File: config.mk
export PLATFORM = sky130hd
export DESIGN_NAME = fmanormpipe
export DESIGN_NICKNAME = d
export VERILOG_FILES = /design/src/rtl/fpu_pkg.sv /design/src/rtl/fmanormshift.sv /design/src/rtl/fmanormpipe.sv
export SDC_FILE = /design/constraint.sdc
export NUM_CORES = 1
export LEC_CHECK = 0
export ABC_AREA = 1
export ABC_CLOCK_PERIOD_IN_PS = 4500
export CAP_MARGIN = 15
export CELL_PAD_IN_SITES_DETAIL_PLACEMENT = 2
export CELL_PAD_IN_SITES_GLOBAL_PLACEMENT = 2
export CORE_MARGIN = 4
export CORE_UTILIZATION = 28
export DETAILED_ROUTE_END_ITERATION = 12
export PLACE_DENSITY = 0.85
export SLEW_MARGIN = 20
export SYNTH_ARGS = -nofsm -noshare
export SYNTH_HDL_FRONTEND = slang
export SYNTH_SLANG_ARGS = --single-unit
File: constraint.sdc
create_clock -name clk -period 4.5 [get_ports clk]
set_input_delay 0.9 -clock clk [delete_from_list [all_inputs] [get_ports clk]]
set_output_delay 0.9 -clock clk [all_outputs]
set_load 0.03 [all_outputs]
File: src/rtl/fpu_pkg.sv
// fpu_pkg: shared floating-point datapath defaults.
//  NF_DEFAULT     fraction bits of the widest format
//  NE_DEFAULT     exponent bits of the widest format
//  WIDTH_DEFAULT  sum/addend width used by the LZA and normalizer (3*NF+6)
//  cw_of()        width of a shift count able to express 0..width inclusive
package fpu_pkg;

  localparam int NF_DEFAULT    = 52;
  localparam int NE_DEFAULT    = 11;
  localparam int WIDTH_DEFAULT = 3 * NF_DEFAULT + 6;

  // A count of WIDTH must be representable (fully-shifted-out case), hence +1.
  function automatic int cw_of(input int width);
    return $clog2(width + 1);
  endfunction

endpackage

File: src/rtl/fmanormshift.sv
// fmanormshift: combinational normalization shifter.
//  Left-shifts the sum magnitude by the LZA count and applies the one-position
//  correction when the LZA under-counted by one.
// Ports:
//  Sm       in   WIDTH  positive sum magnitude
//  SCnt     in   CW     LZA shift count
//  Mf       out  WIDTH  normalized mantissa (0 when Sm==0 or SCnt>=WIDTH)
//  Corr     out  1      extra single-position shift was applied
//  SumZero  out  1      Sm was all zeros
module fmanormshift
  import fpu_pkg::*;
#(
  parameter int WIDTH = WIDTH_DEFAULT,
  localparam int CW   = cw_of(WIDTH)
) (
  input  logic [WIDTH-1:0] Sm,
  input  logic [CW-1:0]    SCnt,
  output logic [WIDTH-1:0] Mf,
  output logic             Corr,
  output logic             SumZero
);

  localparam logic [CW-1:0] WIDTH_CNT = CW'(WIDTH);

  // Logarithmic barrel shifter: stage gi shifts by 2**gi when SCnt[gi] is set.
  logic [CW:0][WIDTH-1:0] stage;
  logic [WIDTH-1:0]       sh;
  logic                   over_range;

  assign stage[0] = Sm;

  genvar gi;
  generate
    for (gi = 0; gi < CW; gi++) begin : g_shift
      localparam int AMT = 1 << gi;
      if (AMT >= WIDTH) begin : g_full
        assign stage[gi+1] = SCnt[gi] ? '0 : stage[gi];
      end else begin : g_part
        assign stage[gi+1] = SCnt[gi] ? {stage[gi][WIDTH-1-AMT:0], {AMT{1'b0}}}
                                      : stage[gi];
      end
    end
  endgenerate

  // Counts of WIDTH or more shift everything out.
  assign over_range = (SCnt >= WIDTH_CNT);
  assign sh         = over_range ? '0 : stage[CW];

  // LZA may be one short: a nonzero result whose MSB is still clear.
  assign Corr    = ~sh[WIDTH-1] & (|sh);
  assign Mf      = Corr ? {sh[WIDTH-2:0], 1'b0} : sh;
  assign SumZero = ~(|Sm);

endmodule

File: src/rtl/fmanormpipe.sv
// fmanormpipe: two-stage pipelined FMA normalization with valid/ready handshake.
//  Stage 1 registers the sum, LZA count and preliminary exponent; stage 2
//  registers the normalized mantissa, adjusted exponent and zero flag.
// Ports:
//  clk       in   1      clock
//  resetn    in   1      asynchronous active-low reset
//  Flush     in   1      synchronous flush, clears both valid bits
//  InValid   in   1      upstream data valid
//  InReady   out  1      stage 1 can accept (combinational from OutReady)
//  Sm        in   WIDTH  positive sum magnitude
//  SCnt      in   CW     LZA shift count
//  Se        in   NE+2   preliminary biased exponent (signed)
//  OutValid  out  1      result valid
//  OutReady  in   1      downstream accepts result
//  Mf        out  WIDTH  normalized mantissa
//  Me        out  NE+2   adjusted exponent (signed, wraparound)
//  SumZero   out  1      Sm was zero
module fmanormpipe
  import fpu_pkg::*;
#(
  parameter int NF    = NF_DEFAULT,
  parameter int NE    = NE_DEFAULT,
  parameter int WIDTH = 3 * NF + 6,
  localparam int CW   = cw_of(WIDTH),
  localparam int EW   = NE + 2
) (
  input  logic             clk,
  input  logic             resetn,
  input  logic             Flush,
  input  logic             InValid,
  output logic             InReady,
  input  logic [WIDTH-1:0] Sm,
  input  logic [CW-1:0]    SCnt,
  input  logic [EW-1:0]    Se,
  output logic             OutValid,
  input  logic             OutReady,
  output logic [WIDTH-1:0] Mf,
  output logic [EW-1:0]    Me,
  output logic             SumZero
);

  logic             s1_valid;
  logic [WIDTH-1:0] s1_sm;
  logic [CW-1:0]    s1_scnt;
  logic [EW-1:0]    s1_se;

  logic             s2_valid;
  logic [WIDTH-1:0] s2_mf;
  logic [EW-1:0]    s2_me;
  logic             s2_zero;

  logic             ready1;
  logic             ready2;
  logic             in_xfer;
  logic             mid_xfer;
  logic             out_xfer;

  logic [WIDTH-1:0] norm_mf;
  logic             norm_corr;
  logic             norm_zero;
  logic [EW-1:0]    norm_me;

  // Handshake: each stage is ready when empty or when the next one drains.
  assign ready2   = ~s2_valid | OutReady;
  assign ready1   = ~s1_valid | ready2;
  assign in_xfer  = InValid & ready1;
  assign mid_xfer = s1_valid & ready2;
  assign out_xfer = s2_valid & OutReady;

  fmanormshift #(
    .WIDTH (WIDTH)
  ) u_shift (
    .Sm      (s1_sm),
    .SCnt    (s1_scnt),
    .Mf      (norm_mf),
    .Corr    (norm_corr),
    .SumZero (norm_zero)
  );

  // Exponent drops by the total shift; wraps in EW bits, underflow is the
  // rounder's problem. A zero sum reports a zero exponent.
  assign norm_me = norm_zero ? '0
                 : (s1_se - EW'(s1_scnt) - EW'(norm_corr));

  // Valid bits; flush wins over any transfer in the same cycle.
  always_ff @(posedge clk or negedge resetn) begin
    if (!resetn) begin
      s1_valid <= 1'b0;
      s2_valid <= 1'b0;
    end else if (Flush) begin
      s1_valid <= 1'b0;
      s2_valid <= 1'b0;
    end else begin
      if (in_xfer)       s1_valid <= 1'b1;
      else if (mid_xfer) s1_valid <= 1'b0;

      if (mid_xfer)      s2_valid <= 1'b1;
      else if (out_xfer) s2_valid <= 1'b0;
    end
  end

  // Stage 1 data: loads only on an accepted input; a flush leaves it alone.
  always_ff @(posedge clk or negedge resetn) begin
    if (!resetn) begin
      s1_sm   <= '0;
      s1_scnt <= '0;
      s1_se   <= '0;
    end else if (in_xfer && !Flush) begin
      s1_sm   <= Sm;
      s1_scnt <= SCnt;
      s1_se   <= Se;
    end
  end

  // Stage 2 data: loads on the stage 1 -> stage 2 transfer.
  always_ff @(posedge clk or negedge resetn) begin
    if (!resetn) begin
      s2_mf   <= '0;
      s2_me   <= '0;
      s2_zero <= 1'b0;
    end else if (mid_xfer && !Flush) begin
      s2_mf   <= norm_mf;
      s2_me   <= norm_me;
      s2_zero <= norm_zero;
    end
  end

  assign InReady  = ready1;
  assign OutValid = s2_valid;
  assign Mf       = s2_mf;
  assign Me       = s2_me;
  assign SumZero  = s2_zero;

  // Simulation check: any valid nonzero result must be normalized.
  norm_msb_set: assert property (
    @(posedge clk) disable iff (!resetn)
    (OutValid && !SumZero) |-> Mf[WIDTH-1]
  );

endmodule

==> results summary, run 1 <==
The run finished, with violations left. The checks that failed: negative setup slack. The first detailed-routing pass ran for 5 iterations. STA puts the critical path data arrival time at 5.77 ns. The level count of the clock H-tree came out at 2. The worst pin sits at a relative slew slack of 33.1%.

The via density per instance came out at 5.91. The die outline width is 330 microns. The number of buffers added on ports came out at 365. The initial antenna violation count is 4.

The final core area utilization came out at 41.6%. The final setup violation count is 114. The initial standard-cell utilization of the core came out at 28.4%. The number of stages on the worst setup path is 31.

The total global-route track usage came out at 35.6%. The wire length of the first global-routing pass came out at 293 mm. Timing analysis after detailed placement gives a worst setup slack of -1.04 ns. The predominant post-synthesis flop cell is dfrtp_1. The estimated wirelength of the detail-placed design came out at 156 mm. The distinct cell type count after synthesis came out at 37. The total of flip-flops plus latches after synthesis came out at 361.

The shortest clock period the worst path allows after layout is 5.28 ns. The tree is rooted in a clkbuf_16. The number of instances in the synthesized netlist came out at 4522.

Yosys attributes the largest share of cell area to nand3_1 33%, dfrtp_1 31%, nand2_1 15%. The largest single stage delay on the critical path is 0.56 ns. The via count of the first global-routing pass is 42967. The floorplan die area is 109000 sq um. In this run the deepest clock path goes through 3 buffers. The min-delay analysis places its worst path in the category in -> async.

The worst vdd rail ir drop is 0.000334 V. The sum of negative setup slack is -39.23 ns. The static leakage is 20.6 nW. The number of synthesized flops with an enable pin came out at 0. The standard-cell row count is 117.

The layer flagged by global routing as most heavily used is met2. The number of cell instances on the worst register-to-register path came out at 31. The fraction of the yosys area taken by sequential cells came out at 31.1%. The number of nets in the synthesized netlist is 4727. In this run, CTS created clock tree buffers numbering 46. The cell family with the largest share of critical-path delay is simple AND/OR/NAND/NOR gates.

The weighted congestion reported at the end of routability-driven placement came out at 1.02. The number of pins with negative max-slew slack in the final report is 0. Setup repair after global routing could not meet its margin everywhere. For this design the top-level I/O count stands at 366. The number of endpoints with negative hold slack in the final report is 0. The final net count came out at 5617.

The relative area change from synthesis to final layout came out at 46.7%. The share of flip-flops with an asynchronous set or reset is 100%. Of all nets on the critical path, the largest fanout is 13.

In the post-synthesis netlist, the cell with the most instances is nand3_1. Clock latency on the worst-skew pair, taken at its later pin, is 0.66 ns. The clock-pin slew on the worst setup and hold paths came out at 0.06 ns. The summed instance area of the synthesized netlist came out at 29100 sq um.

The most common cell type on the critical path is nand2_1. The max-capacitance violation count came out at 0. The die is 330 microns tall.

By count the netlist is led by 1943 x nand3_1, 1161 x nand2_1, 361 x dfrtp_1. The placeable core region is 102000 sq um. The final worst-path setup slack is -0.776 ns.

Dividing the final minimum period by the clock period gives 117%. For met3 alone, demand over resource in global routing was 5.07%. The average instance area after synthesis is 6.43 sq um.

The power per standard cell area came out at 510 nW/um^2. Summed over its instances, the top area cell type makes up 33.4% of the synthesized netlist area. The highest clock rate is 190 MHz. The number of DRC markers in iteration 0 is 4088. The final global-route overflow total is 0. The critical path data required time came out at 4.99 ns.

After detailed routing, the total wire length is 205 mm. The count of vias placed by the detailed router is 40292. The met2 track utilization from global routing is 61.3%. The slew at the pin closest to its max-slew limit came out at 1.00 ns. The kind of end point of the critical path is a register.

The buffer and inverter count on the worst path is 4. Yosys printed 0 warnings. The number of clock sinks seen by CTS is 361. After detailed routing, the average wire length per cell comes to 30.0 microns. Global routing used 44.8% of the available met1 tracks. The final setup skew is 0.0517 ns. On the critical path, the stage with the largest delay is an instance of dfrtp_4. The critical path startpoint category is a register. The final routed DRC violation total is 0. The cell type contributing the most total cell area after synthesis is nand3_1. The number of antenna-violating nets in the routed design is 0.

The share of post-route cells with drive strength above 1 is 24.4%. The startpoint-to-endpoint class of the critical path is reg -> reg. The pin count of the biggest net entering global routing is 175. The TritonCTS clock tree is yes.
==> power by group <==
part	internal (mW)	leakage [nW]	total, mW	switching (mW)
Clock	2.33	0.763	4.07	1.73
Sequential	4.01	4.43	4.79	0.777
Combinational	4.67	15.4	12.9	8.23
Total	11.0	20.6	21.8	10.7
==> per-layer routing <==
metal	vias up	part of all wire [%]
li1	17364	-
met1	20563	40
met2	1808	48
met3	553	6.4
met4	4	5.0
met5	-	0.014
==> what timing repair did <==
action                                  CTS  global route
endpoints found under the setup margin  171           171
gates cloned                              6             3
pin swaps                                10             8
hold buffers                              0             0
gates resized for setup                 114           136
buffers inserted                          2             4
==> final timing paths <==
check	start	endpoint	slack (ns)
min in group clk	Mf[160]$_DFFE_PN0P_	Mf[160]$_DFFE_PN0P_	0.48
worst max register to register	s1_scnt[0]$_DFFE_PN0P_	Me[9]$_DFFE_PN0P_	-0.78
worst min register to register	Mf[160]$_DFFE_PN0P_	Mf[160]$_DFFE_PN0P_	0.48
worst max-delay path	s1_scnt[0]$_DFFE_PN0P_	Me[9]$_DFFE_PN0P_	-0.78
max in group asynchronous	resetn	s1_sm[153]$_DFFE_PN0P_	3.17
worst min-delay path	resetn	s1_sm[21]$_DFFE_PN0P_	0.30
==> sequential cells by signal (all words and copies together), names as in the netlist <==
name / count
Mf: 162
s1_sm: 162
Me: 13
s1_se: 13
s1_scnt: 8
OutValid: 1
SumZero: 1
s1_valid: 1
==> area by class of cell <==
cell class / count / area [sq um]
fill: 11934 / 59800
multi-input combinational: 3635 / 18900
timing repair buffer: 1194 / 10800
sequential: 361 / 9060
tap: 1368 / 1710
clock buffer: 62 / 1260
inverter: 174 / 676
clock inverter: 24 / 318
antenna: 1 / 2.50
==> worst reg2reg max path: cells and delay by family, from the launching register on <==
family / cells / cell delay (ns)
xor gates and xnor gates: 1 / 0.15
adders and majority gates: 2 / 0.65
and+or+nand+nor: 21 / 2.66
buffers and inverters: 4 / 0.66
DFF: 1 / 0.56
AOI/OAI and AO/OA: 3 / 0.45
==> logic make-up (layout without fill, tap and decap cells) <==
family,after synthesis,count (layout),share of synthesized area (%)
compound gates,112,112,2.04
xor+xnor,7,7,0.211
other cells,0,1,0
simple gates,3346,3346,52.4
mux,153,153,5.92
buf+inv,526,1454,7.57
fa+ha+maj,17,17,0.783
flops,361,361,31.1
==> cell usage in the layout, fill, tap and decap left out, drive strengths merged, types with 13 or more instances in the layout <==
cell type,netlist,routed
a21oi,49,49
buf,190,824
clkbuf,162,65
clkdlybuf4s50,0,364
clkinv,1,13
dfrtp,361,361
ha,15,15
inv,173,175
mux2,153,153
nand2,1162,1162
nand3,1944,1944
nand4,37,37
nor2,144,144
nor4,43,43
o21ai,51,51
==> stage by stage <==
stage | instances | instance area (sq um) | power [mW] | hold WS, ns
2_1_floorplan | 4522 | 29100 | 10.4 | 0.484
3_3_place_gp | 6717 | 39700 | 15.9 | 0.464
3_5_place_dp | 6717 | 39700 | 16.6 | 0.476
4_1_cts | 6811 | 41900 | 21.1 | 0.316
5_1_grt | 6818 | 42700 | 22.6 | 0.335
6_report | 6819 | 42700 | 21.8 | 0.299
Note: power is estimated with default switching activity, not from simulation.
==> run 2, diff against run 1 <==
- SLEW_MARGIN: 20 -> 25
==> results of run 2 <==
Same layout as run 1: the final DEF is identical, and so are final timing and power.
